===== config.mk =====
export PLATFORM = sky130hd
export DESIGN_NAME = channel_initial_select
export DESIGN_NICKNAME = d
export VERILOG_FILES = /design/src/rtl/channel_initial_select.sv
export SDC_FILE = /design/constraint.sdc
export NUM_CORES = 1
export LEC_CHECK = 0
export CAP_MARGIN = 20
export CORE_UTILIZATION = 36
export DETAILED_ROUTE_END_ITERATION = 7
export DONT_BUFFER_PORTS = 1
export PLACE_DENSITY = 0.56
export SLEW_MARGIN = 25
export SYNTH_ARGS = -nofsm -noshare
export SYNTH_HDL_FRONTEND = slang
export SYNTH_SLANG_ARGS = --single-unit

===== constraint.sdc =====
create_clock -name clk -period 2.6 [get_ports clk]
set_input_delay 0.13 -clock clk [delete_from_list [all_inputs] [get_ports clk]]
set_output_delay 0.13 -clock clk [all_outputs]
set_load 0.01 [all_outputs]

===== src/rtl/channel_initial_select.sv =====
// Channel-side initial-selection sequencer driving the B interface.
// Host: start/device_addr/command in; busy/done/result/status out.
// B side: bus/tag "out" signals driven here, bus/tag "in" consumed.
module channel_initial_select #(
  parameter int SETTLE_CYCLES  = 4,
  parameter int TIMEOUT_CYCLES = 65535,
  parameter int CNT_WIDTH      = 16
) (
  input  logic       clk,
  input  logic       reset_n,
  input  logic       start,
  input  logic [7:0] device_addr,
  input  logic [7:0] command,
  output logic       busy,
  output logic       done,
  output logic [2:0] result,
  output logic [7:0] status,
  output logic [7:0] b_bus_out,
  output logic       b_bus_out_parity,
  output logic       b_operational_out,
  output logic       b_hold_out,
  output logic       b_select_out,
  output logic       b_address_out,
  output logic       b_command_out,
  output logic       b_service_out,
  output logic       b_suppress_out,
  input  logic [7:0] b_bus_in,
  input  logic       b_bus_in_parity,
  input  logic       b_operational_in,
  input  logic       b_select_in,
  input  logic       b_address_in,
  input  logic       b_status_in,
  input  logic       b_service_in
);

  typedef enum logic [3:0] {
    S_IDLE, S_ADDR, S_SELECT, S_CHECK, S_CMD_SET,
    S_CMD_WAIT, S_STATUS, S_SVC, S_DESEL, S_DONE
  } state_t;

  localparam logic [2:0] R_OK     = 3'd0;
  localparam logic [2:0] R_NODEV  = 3'd1;
  localparam logic [2:0] R_MISM   = 3'd2;
  localparam logic [2:0] R_PARITY = 3'd3;
  localparam logic [2:0] R_TMO    = 3'd4;
  localparam logic [2:0] R_IFBUSY = 3'd5;

  localparam logic [CNT_WIDTH-1:0] SET_LAST =
    CNT_WIDTH'(SETTLE_CYCLES - 1);
  localparam logic [CNT_WIDTH-1:0] TMO_LAST =
    CNT_WIDTH'(TIMEOUT_CYCLES - 1);

  state_t               state;
  logic [7:0]           addr_q;
  logic [7:0]           cmd_q;
  logic [CNT_WIDTH-1:0] cnt;
  logic                 bus_in_ok;
  logic                 tmo;
  logic                 set_end;
  logic                 to_desel;
  logic                 unused_in;

  assign unused_in      = b_service_in;
  assign b_suppress_out = 1'b0;
  assign bus_in_ok      = ^{b_bus_in, b_bus_in_parity};
  assign tmo            = (cnt == TMO_LAST);
  assign set_end        = (cnt == SET_LAST);

  // Any path into DESELECT: aborts plus the normal end of service.
  // An awaited event always beats a timeout on the same cycle.
  always_comb begin
    to_desel = 1'b0;
    case (state)
      S_SELECT:
        to_desel = !(b_operational_in && b_address_in)
                   && (b_select_in || tmo);
      S_CHECK:
        to_desel = !bus_in_ok || (b_bus_in != addr_q);
      S_CMD_WAIT:
        to_desel = b_address_in && tmo;
      S_STATUS:
        to_desel = b_status_in ? !bus_in_ok : tmo;
      S_SVC:
        to_desel = !b_status_in || tmo;
      default:
        to_desel = 1'b0;
    endcase
  end

  always_ff @(posedge clk or negedge reset_n) begin
    if (!reset_n) begin
      state             <= S_IDLE;
      addr_q            <= '0;
      cmd_q             <= '0;
      cnt               <= '0;
      busy              <= 1'b0;
      done              <= 1'b0;
      result            <= R_OK;
      status            <= '0;
      b_bus_out         <= '0;
      b_bus_out_parity  <= 1'b0;
      b_operational_out <= 1'b0;
      b_hold_out        <= 1'b0;
      b_select_out      <= 1'b0;
      b_address_out     <= 1'b0;
      b_command_out     <= 1'b0;
      b_service_out     <= 1'b0;
    end else begin
      b_operational_out <= 1'b1;
      done              <= 1'b0;
      cnt               <= cnt + 1'b1;
      case (state)
        S_IDLE: begin
          if (start) begin
            if (b_operational_in || b_select_in) begin
              result <= R_IFBUSY;
              done   <= 1'b1;
              state  <= S_DONE;
            end else begin
              addr_q           <= device_addr;
              cmd_q            <= command;
              result           <= R_OK;
              status           <= '0;
              busy             <= 1'b1;
              b_bus_out        <= device_addr;
              b_bus_out_parity <= ~^device_addr;
              b_address_out    <= 1'b1;
              cnt              <= '0;
              state            <= S_ADDR;
            end
          end
        end
        S_ADDR: begin
          if (set_end) begin
            b_select_out <= 1'b1;
            b_hold_out   <= 1'b1;
            cnt          <= '0;
            state        <= S_SELECT;
          end
        end
        S_SELECT: begin
          if (b_operational_in && b_address_in) begin
            cnt   <= '0;
            state <= S_CHECK;
          end else if (b_select_in) begin
            result <= R_NODEV;
          end else if (tmo) begin
            result <= R_TMO;
          end
        end
        S_CHECK: begin
          if (!bus_in_ok) begin
            result <= R_PARITY;
          end else if (b_bus_in != addr_q) begin
            result <= R_MISM;
          end else begin
            b_address_out    <= 1'b0;
            b_bus_out        <= cmd_q;
            b_bus_out_parity <= ~^cmd_q;
            cnt              <= '0;
            state            <= S_CMD_SET;
          end
        end
        S_CMD_SET: begin
          if (set_end) begin
            b_command_out <= 1'b1;
            cnt           <= '0;
            state         <= S_CMD_WAIT;
          end
        end
        S_CMD_WAIT: begin
          if (!b_address_in) begin
            b_command_out <= 1'b0;
            cnt           <= '0;
            state         <= S_STATUS;
          end else if (tmo) begin
            result <= R_TMO;
          end
        end
        S_STATUS: begin
          if (b_status_in) begin
            if (bus_in_ok) begin
              status        <= b_bus_in;
              b_service_out <= 1'b1;
              cnt           <= '0;
              state         <= S_SVC;
            end else begin
              result <= R_PARITY;
            end
          end else if (tmo) begin
            result <= R_TMO;
          end
        end
        S_SVC: begin
          if (b_status_in && tmo) result <= R_TMO;
        end
        S_DESEL: begin
          if (!b_operational_in) begin
            done  <= 1'b1;
            state <= S_DONE;
          end else if (tmo) begin
            result <= R_TMO;
            done   <= 1'b1;
            state  <= S_DONE;
          end
        end
        S_DONE: begin
          busy  <= 1'b0;
          state <= S_IDLE;
        end
        default: state <= S_IDLE;
      endcase
      // Entering DESELECT drops every tag and clears the bus.
      if (to_desel) begin
        b_select_out     <= 1'b0;
        b_hold_out       <= 1'b0;
        b_address_out    <= 1'b0;
        b_command_out    <= 1'b0;
        b_service_out    <= 1'b0;
        b_bus_out        <= '0;
        b_bus_out_parity <= 1'b1;
        cnt              <= '0;
        state            <= S_DESEL;
      end
    end
  end

endmodule


Word level (Yosys, flattened, before mapping)
Cells that the tools add are included.
- flip-flop bits (word level): 63
- input port bits: 33
- word-level logic and storage cells: 165
- $add $sub $neg: 1
- equal/unequal tests: 34
- multiplexer cells: 79
- bitwise logic cells: 1
- reduce and logical (&&, ||, !) cells: 35
- operator list (operator ; number):
    16-bit 2-to-1 mux ; 10
    16-bit one-hot mux with 6 select lines ; 1
    8-bit 2-to-1 mux ; 9
    4-bit 2-to-1 mux ; 13
    3-bit 2-to-1 mux ; 12
    3-bit != test (second input constant) ; 12
    4-bit one-hot mux with 9 select lines ; 1
    8-bit one-hot mux with 2 select lines ; 2
    1-bit 2-to-1 mux ; 24
    3-bit one-hot mux with 7 select lines ; 1
    2-bit != test (second input constant) ; 9
    16-bit by 1-bit adder with 16-bit output (second input constant) ; 1
    16-bit equality test (second input constant) ; 1
    16-bit by 2-bit equality test with 1-bit output (second input constant) ; 1
    4-bit by 3-bit equality test with 1-bit output (second input constant) ; 4
    8-bit XNOR reduction ; 2
    2-bit nonzero test ; 7
    3-bit AND reduction ; 4
    11-bit AND reduction ; 1
    1-bit one-hot mux with 2 select lines ; 5
    5-bit AND reduction ; 2
    9-bit XOR reduction ; 1
    4-bit by 2-bit equality test with 1-bit output (second input constant) ; 2
    4-bit equality test (second input constant) ; 2
    other kinds (14) ; 23

Logic depth before layout (Yosys ltp)
- word-level depth: 6
- depth in mapped cells: 10

Worst setup path after synthesis
Ideal clock, no wire load.
- path kind: register to register
- start: register state[1]
- end: register cnt[6]
- library setup time: 0.069 ns
- arrival time: 2.156 ns
- data required time: 2.531 ns
- slack: 0.376 ns
- cell stages (with the launch flop): 10
- clock period less this slack: 2.224 ns
- cell sequence: dfrtp_1 buf_2 nor4_1 o21ai_0 nand3_1 a211o_1 or3b_1 buf_6 buf_12 nor2_4
- longest elaborated chain between the ends: 4
- elaborated cells on any way between the ends: 12
- those cells by class: eq/ne (7); mux (3); reduce/logical (2)
- RTL lines (element ; RTL line ; RTL):
    from (decl) ; 53 ; state_t state;
    from (signal assigned) ; 92 ; state <= S_IDLE;
    from (signal assigned) ; 118 ; state <= S_DONE;
    from (signal assigned) ; 129 ; state <= S_ADDR;
    4-bit by 3-bit equality test with 1-bit output or 4-bit by 1-bit equality test with 1-bit output (tied branches) ; 112 ; case (state)
    2-bit OR reduction (no source line) ; -- ;
    16-bit one-hot mux with 6 select lines ; 112 ;
    16-bit 2-to-1 mux * ; 214 ; if (to_desel) begin
    to (signal assigned) ; 111 ; cnt <= cnt + 1'b1;
    to (decl) ; 56 ; logic [CNT_WIDTH-1:0] cnt;
Every way passes the cells marked *; elsewhere a longest branch is shown, timed or not.
A chain may end at the register's enable or synchronous reset.

Worst setup path in the final report
- start: register cnt[0]
- end: register cnt[13]
- longest elaborated chain between the ends: 5
- elaborated cells on any way between the ends: 20
- those cells by class: add/sub (1); eq/ne (2); mux (13); reduce/logical (4)
- RTL lines (element ; RTL line ; RTL):
    16-bit by 1-bit adder with 16-bit output or 16-bit equality test (tied branches) ; 111, 66 ;
    16-bit 2-to-1 mux, or another cell as far along ; 182 ; if (bus_in_ok) begin
    16-bit 2-to-1 mux, or another cell as far along ; 181 ; if (b_status_in) begin
    16-bit one-hot mux with 6 select lines or 1-bit one-hot mux with 5 select lines (tied branches) ; 112, 73 ;
    16-bit 2-to-1 mux * ; 214 ;
Marks and branches as above.

==> impl_metrics.env <==
export IMPL_vias_per_cell=5.16
export IMPL_finalCritPeriodShare_pct=94.1
export IMPL_path_clk_slew_ns=0.07
export IMPL_comb_power_share_pct=41.7
export IMPL_hpwlAfterDp_um=6290
export IMPL_dp_slack_ns=0.189
export IMPL_fp_dieH_um=103
export IMPL_total_number_of_vias=2874
export IMPL_drive_above_1_share_pct=12.7
export IMPL_timing_fmax_mhz=409
export IMPL_internal_power_uw=2550
export IMPL_final_nets=454
export IMPL_drtPass1Iterations=4
export IMPL_synth_ff_type="dfrtp_1"
export IMPL_whs_endpoint="addr_q[2]$_DFFE_PN0P_"
export IMPL_synth_lib_cells_used_distinct=59
export IMPL_endpoint_kind="register"
export IMPL_run_status="completed"
export IMPL_cts_inserted_buffers=9
export IMPL_vdd_ir_drop_max_mv=0.385
export IMPL_layout_cell_area_non_filler_mm2=0.00429
export IMPL_synthesis_instances=392
export IMPL_reg2reg_from="cnt[0]$_DFF_PN0_"
export IMPL_regToRegSetupSlack_ns=0.15
export IMPL_clock_skew_final_ns=0.00605
export IMPL_clock_insertion_delay_worst_skew_ns=0.34
export IMPL_post_synth_cell_area_avg_um2=9.36
export IMPL_die_width_um=103
export IMPL_final_fill_count=995
export IMPL_yosysSeqAreaShare_pct=42.9
export IMPL_postSynthNetCount=427
export IMPL_worst_endpoint_required_ns=2.86
export IMPL_r2r_end="cnt[13]$_DFF_PN0_"
export IMPL_port_buffer_count=0
export IMPL_tightestPinTransition_ns=0.559
export IMPL_p_clk_share_pct=20.2
export IMPL_initial_utilization_pct=37.4
export IMPL_powerDensity_mw_per_mm2=987
export IMPL_pwr_share_seq_pct=38.1
export IMPL_gr_usage_all_layers_pct=17.9
export IMPL_clock_tree_root_cell="clkbuf_8"
export IMPL_synth_ff_latch_count=63
export IMPL_layout_commonest_cell="nand2_1"
export IMPL_total_leakage_power_uw=0.00185
export IMPL_min_path_cells=2
export IMPL_io_pins=62
export IMPL_grt_max_degree=64
export IMPL_fin_setup_tns_ns=0
export IMPL_slew_viol_final=0
export IMPL_antenna_found_initial=0
export IMPL_cts_num_sinks=63
export IMPL_detailedRoute_firstIterationViolations=216
export IMPL_syn_to_final_growth_pct=17.0
export IMPL_grt_pass1_vias=2929
export IMPL_critPathLaunchType="register"
export IMPL_cts_repair_timing_setup_buffer_count=0
export IMPL_drc=0
export IMPL_clockBufferDepth=2
export IMPL_worstPathArrival_ns=2.71
export IMPL_max_cap_violations=0
export IMPL_ff2ff_path_depth=8
export IMPL_min_period_ns=2.45
export IMPL_htree_num_levels=3
export IMPL_setup_repair_after_global_routing_missed_its_margin="false"
export IMPL_power_switching_fraction_pct=39.8
export IMPL_hold_violations=0
export IMPL_placed_cell_areas_mm2=0.00385
export IMPL_yosys_warnings=0
export IMPL_total_switching_power_uw=1690
export IMPL_grt_overflow=0
export IMPL_setup_slack_ns=0.154
export IMPL_final_hold_worst_slack_ns=0.0568
export IMPL_timing_hold_worst_class="input pin to register"
export IMPL_min_from="device_addr[2]"
export IMPL_ant_nets=0
export IMPL_timing_final_setup_violations=0
export IMPL_timing_slew_headroom_pct=62.7
export IMPL_path_class="register to register"
export IMPL_number_of_enable_type_register_cells_in_the_synthesized_netlist=0
export IMPL_design_die_area_mm2=0.0106
export IMPL_ys_async_sr_fraction_pct=100
export IMPL_grt_first_pass_wirelength_um=14400
export IMPL_avg_wl_per_cell_um=16.2
export IMPL_antenna_diode_count=0
export IMPL_cts_tree="built"
export IMPL_gp_congestion=0.833
export IMPL_placement_rows=36
export IMPL_core_area_mm2=0.00982
export IMPL_wl_um=9010
export IMPL_cp_max_fo=16
export IMPL_final_cell_mix="nand2_1 (63), dfrtp_1 (62), xnor2_1 (27), nor2_1 (26), dlygate4sd3_1 (21)"
export IMPL_mappedNetlistArea_mm2=0.00367
## worst max path at each step
| stage | startpoint | endpoint | cells past startpoint | slack, ns |
|---|---|---|---|---|
| after global placement | cnt[0]$_DFF_PN0_ | cnt[13]$_DFF_PN0_ | 8 | 0.26 |
| final | cnt[0]$_DFF_PN0_ | cnt[13]$_DFF_PN0_ | 8 | 0.15 |
| after global routing | cnt[0]$_DFF_PN0_ | cnt[3]$_DFF_PN0_ | 8 | 0.003 |
| after floorplan | state[1]$_DFFE_PN0P_ | cnt[6]$_DFF_PN0_ | 9 | 0.38 |
| after detailed placement | cnt[0]$_DFF_PN0_ | cnt[13]$_DFF_PN0_ | 8 | 0.19 |
| after CTS | cnt[0]$_DFF_PN0_ | cnt[13]$_DFF_PN0_ | 8 | 0.17 |
## synth_stat cells, types with 3 or more instances
cell type | count | area, um^2
nor3_1 | 14 | 70.1
and4_1 | 4 | 35.0
o21ai_0 | 13 | 65.1
nor4_1 | 3 | 18.8
xor2_1 | 13 | 114
nor2b_1 | 5 | 31.3
xnor2_1 | 27 | 236
or2_2 | 3 | 18.8
nand4_1 | 4 | 25.0
a31oi_1 | 3 | 18.8
mux2i_1 | 15 | 150
nor2_1 | 26 | 97.6
nand3_1 | 12 | 60.1
a211oi_1 | 11 | 82.6
inv_1 | 12 | 45.0
nor2_4 | 8 | 90.1
nand2_1 | 63 | 236
a21oi_1 | 15 | 75.1
and3_1 | 8 | 50.1
nand2b_1 | 4 | 25.0
dfrtp_1 | 63 | 1580
buf_2 | 5 | 25.0
clkbuf_1 | 11 | 41.3
## flip-flops by register name, summed over array words and instances (netlist names), 3 cells and up
register and flops:
status 8, cmd_q 8, state 4, addr_q 8, result 3, cnt 16, b_bus_out 8
## area by class of cell
type / count / area (um^2) / area share [%]
flip-flops and latches: 63 / 1580 / 36.7
clock inverters: 6 / 60.1 / 1.40
multi-input cells: 296 / 1940 / 45.3
repair buffers: 37 / 363 / 8.45
well taps: 133 / 166 / 3.88
clock buffers: 10 / 138 / 3.21
inverters: 12 / 45.0 / 1.05
## critical path: stages, from the launching register on
cell     delay, ns
dfrtp_1       0.42
ha_1          0.25
nor4b_1       0.15
and4_1        0.22
o41ai_1       0.41
a211o_1       0.18
or3b_1        0.42
buf_12        0.19
a21oi_1       0.12
## layer usage
metal  part of all wire [%]  GRT usage [%]  wire length, um
met4                   0.93           6.18               84
met2                     48           28.6             4360
met1                     46           23.1             4130
met5                      0              0                0
met3                    4.8           5.56              429
## stage by stage
| step | util, % | power, uW | instances |
|---|---|---|---|
| after CTS | 43.6 | 4270 | 557 |
| final | 43.7 | 4240 | 557 |
| after detailed placement | 39.2 | 3330 | 519 |
| after global routing | 43.7 | 4570 | 557 |
| after global placement | 39.2 | 3300 | 519 |
| after floorplan | - | 2970 | 392 |
## power groups by stage
stage | registers [uW] | clock network (uW) | logic (uW)
3_5_place_dp | 1640 | 0 | 1690
4_1_cts | 1620 | 889 | 1760
6_report | 1610 | 857 | 1770
2_1_floorplan | 1510 | 0 | 1460
3_3_place_gp | 1630 | 0 | 1670
5_1_grt | 1660 | 929 | 1980
## what timing repair did
action | 4_1_cts | 5_1_grt
hold buffers | 22 | 0
endpoints found under the setup margin | 0 | 8
resized for setup | 0 | 3
hold endpoints to repair | 84 | 0
## cells by family after synthesis
logic type / Yosys count / share of synthesized area (%)
simple gates: 168 / 23.6
compound gates: 64 / 12.3
flops: 63 / 42.9
xor+xnor: 44 / 11.5
buf+inv: 33 / 4.40
mux: 16 / 4.40
fa+ha+maj: 2 / 0.682
other cells: 2 / 0.205
No activity file was read; power rests on OpenSTA's default activity.
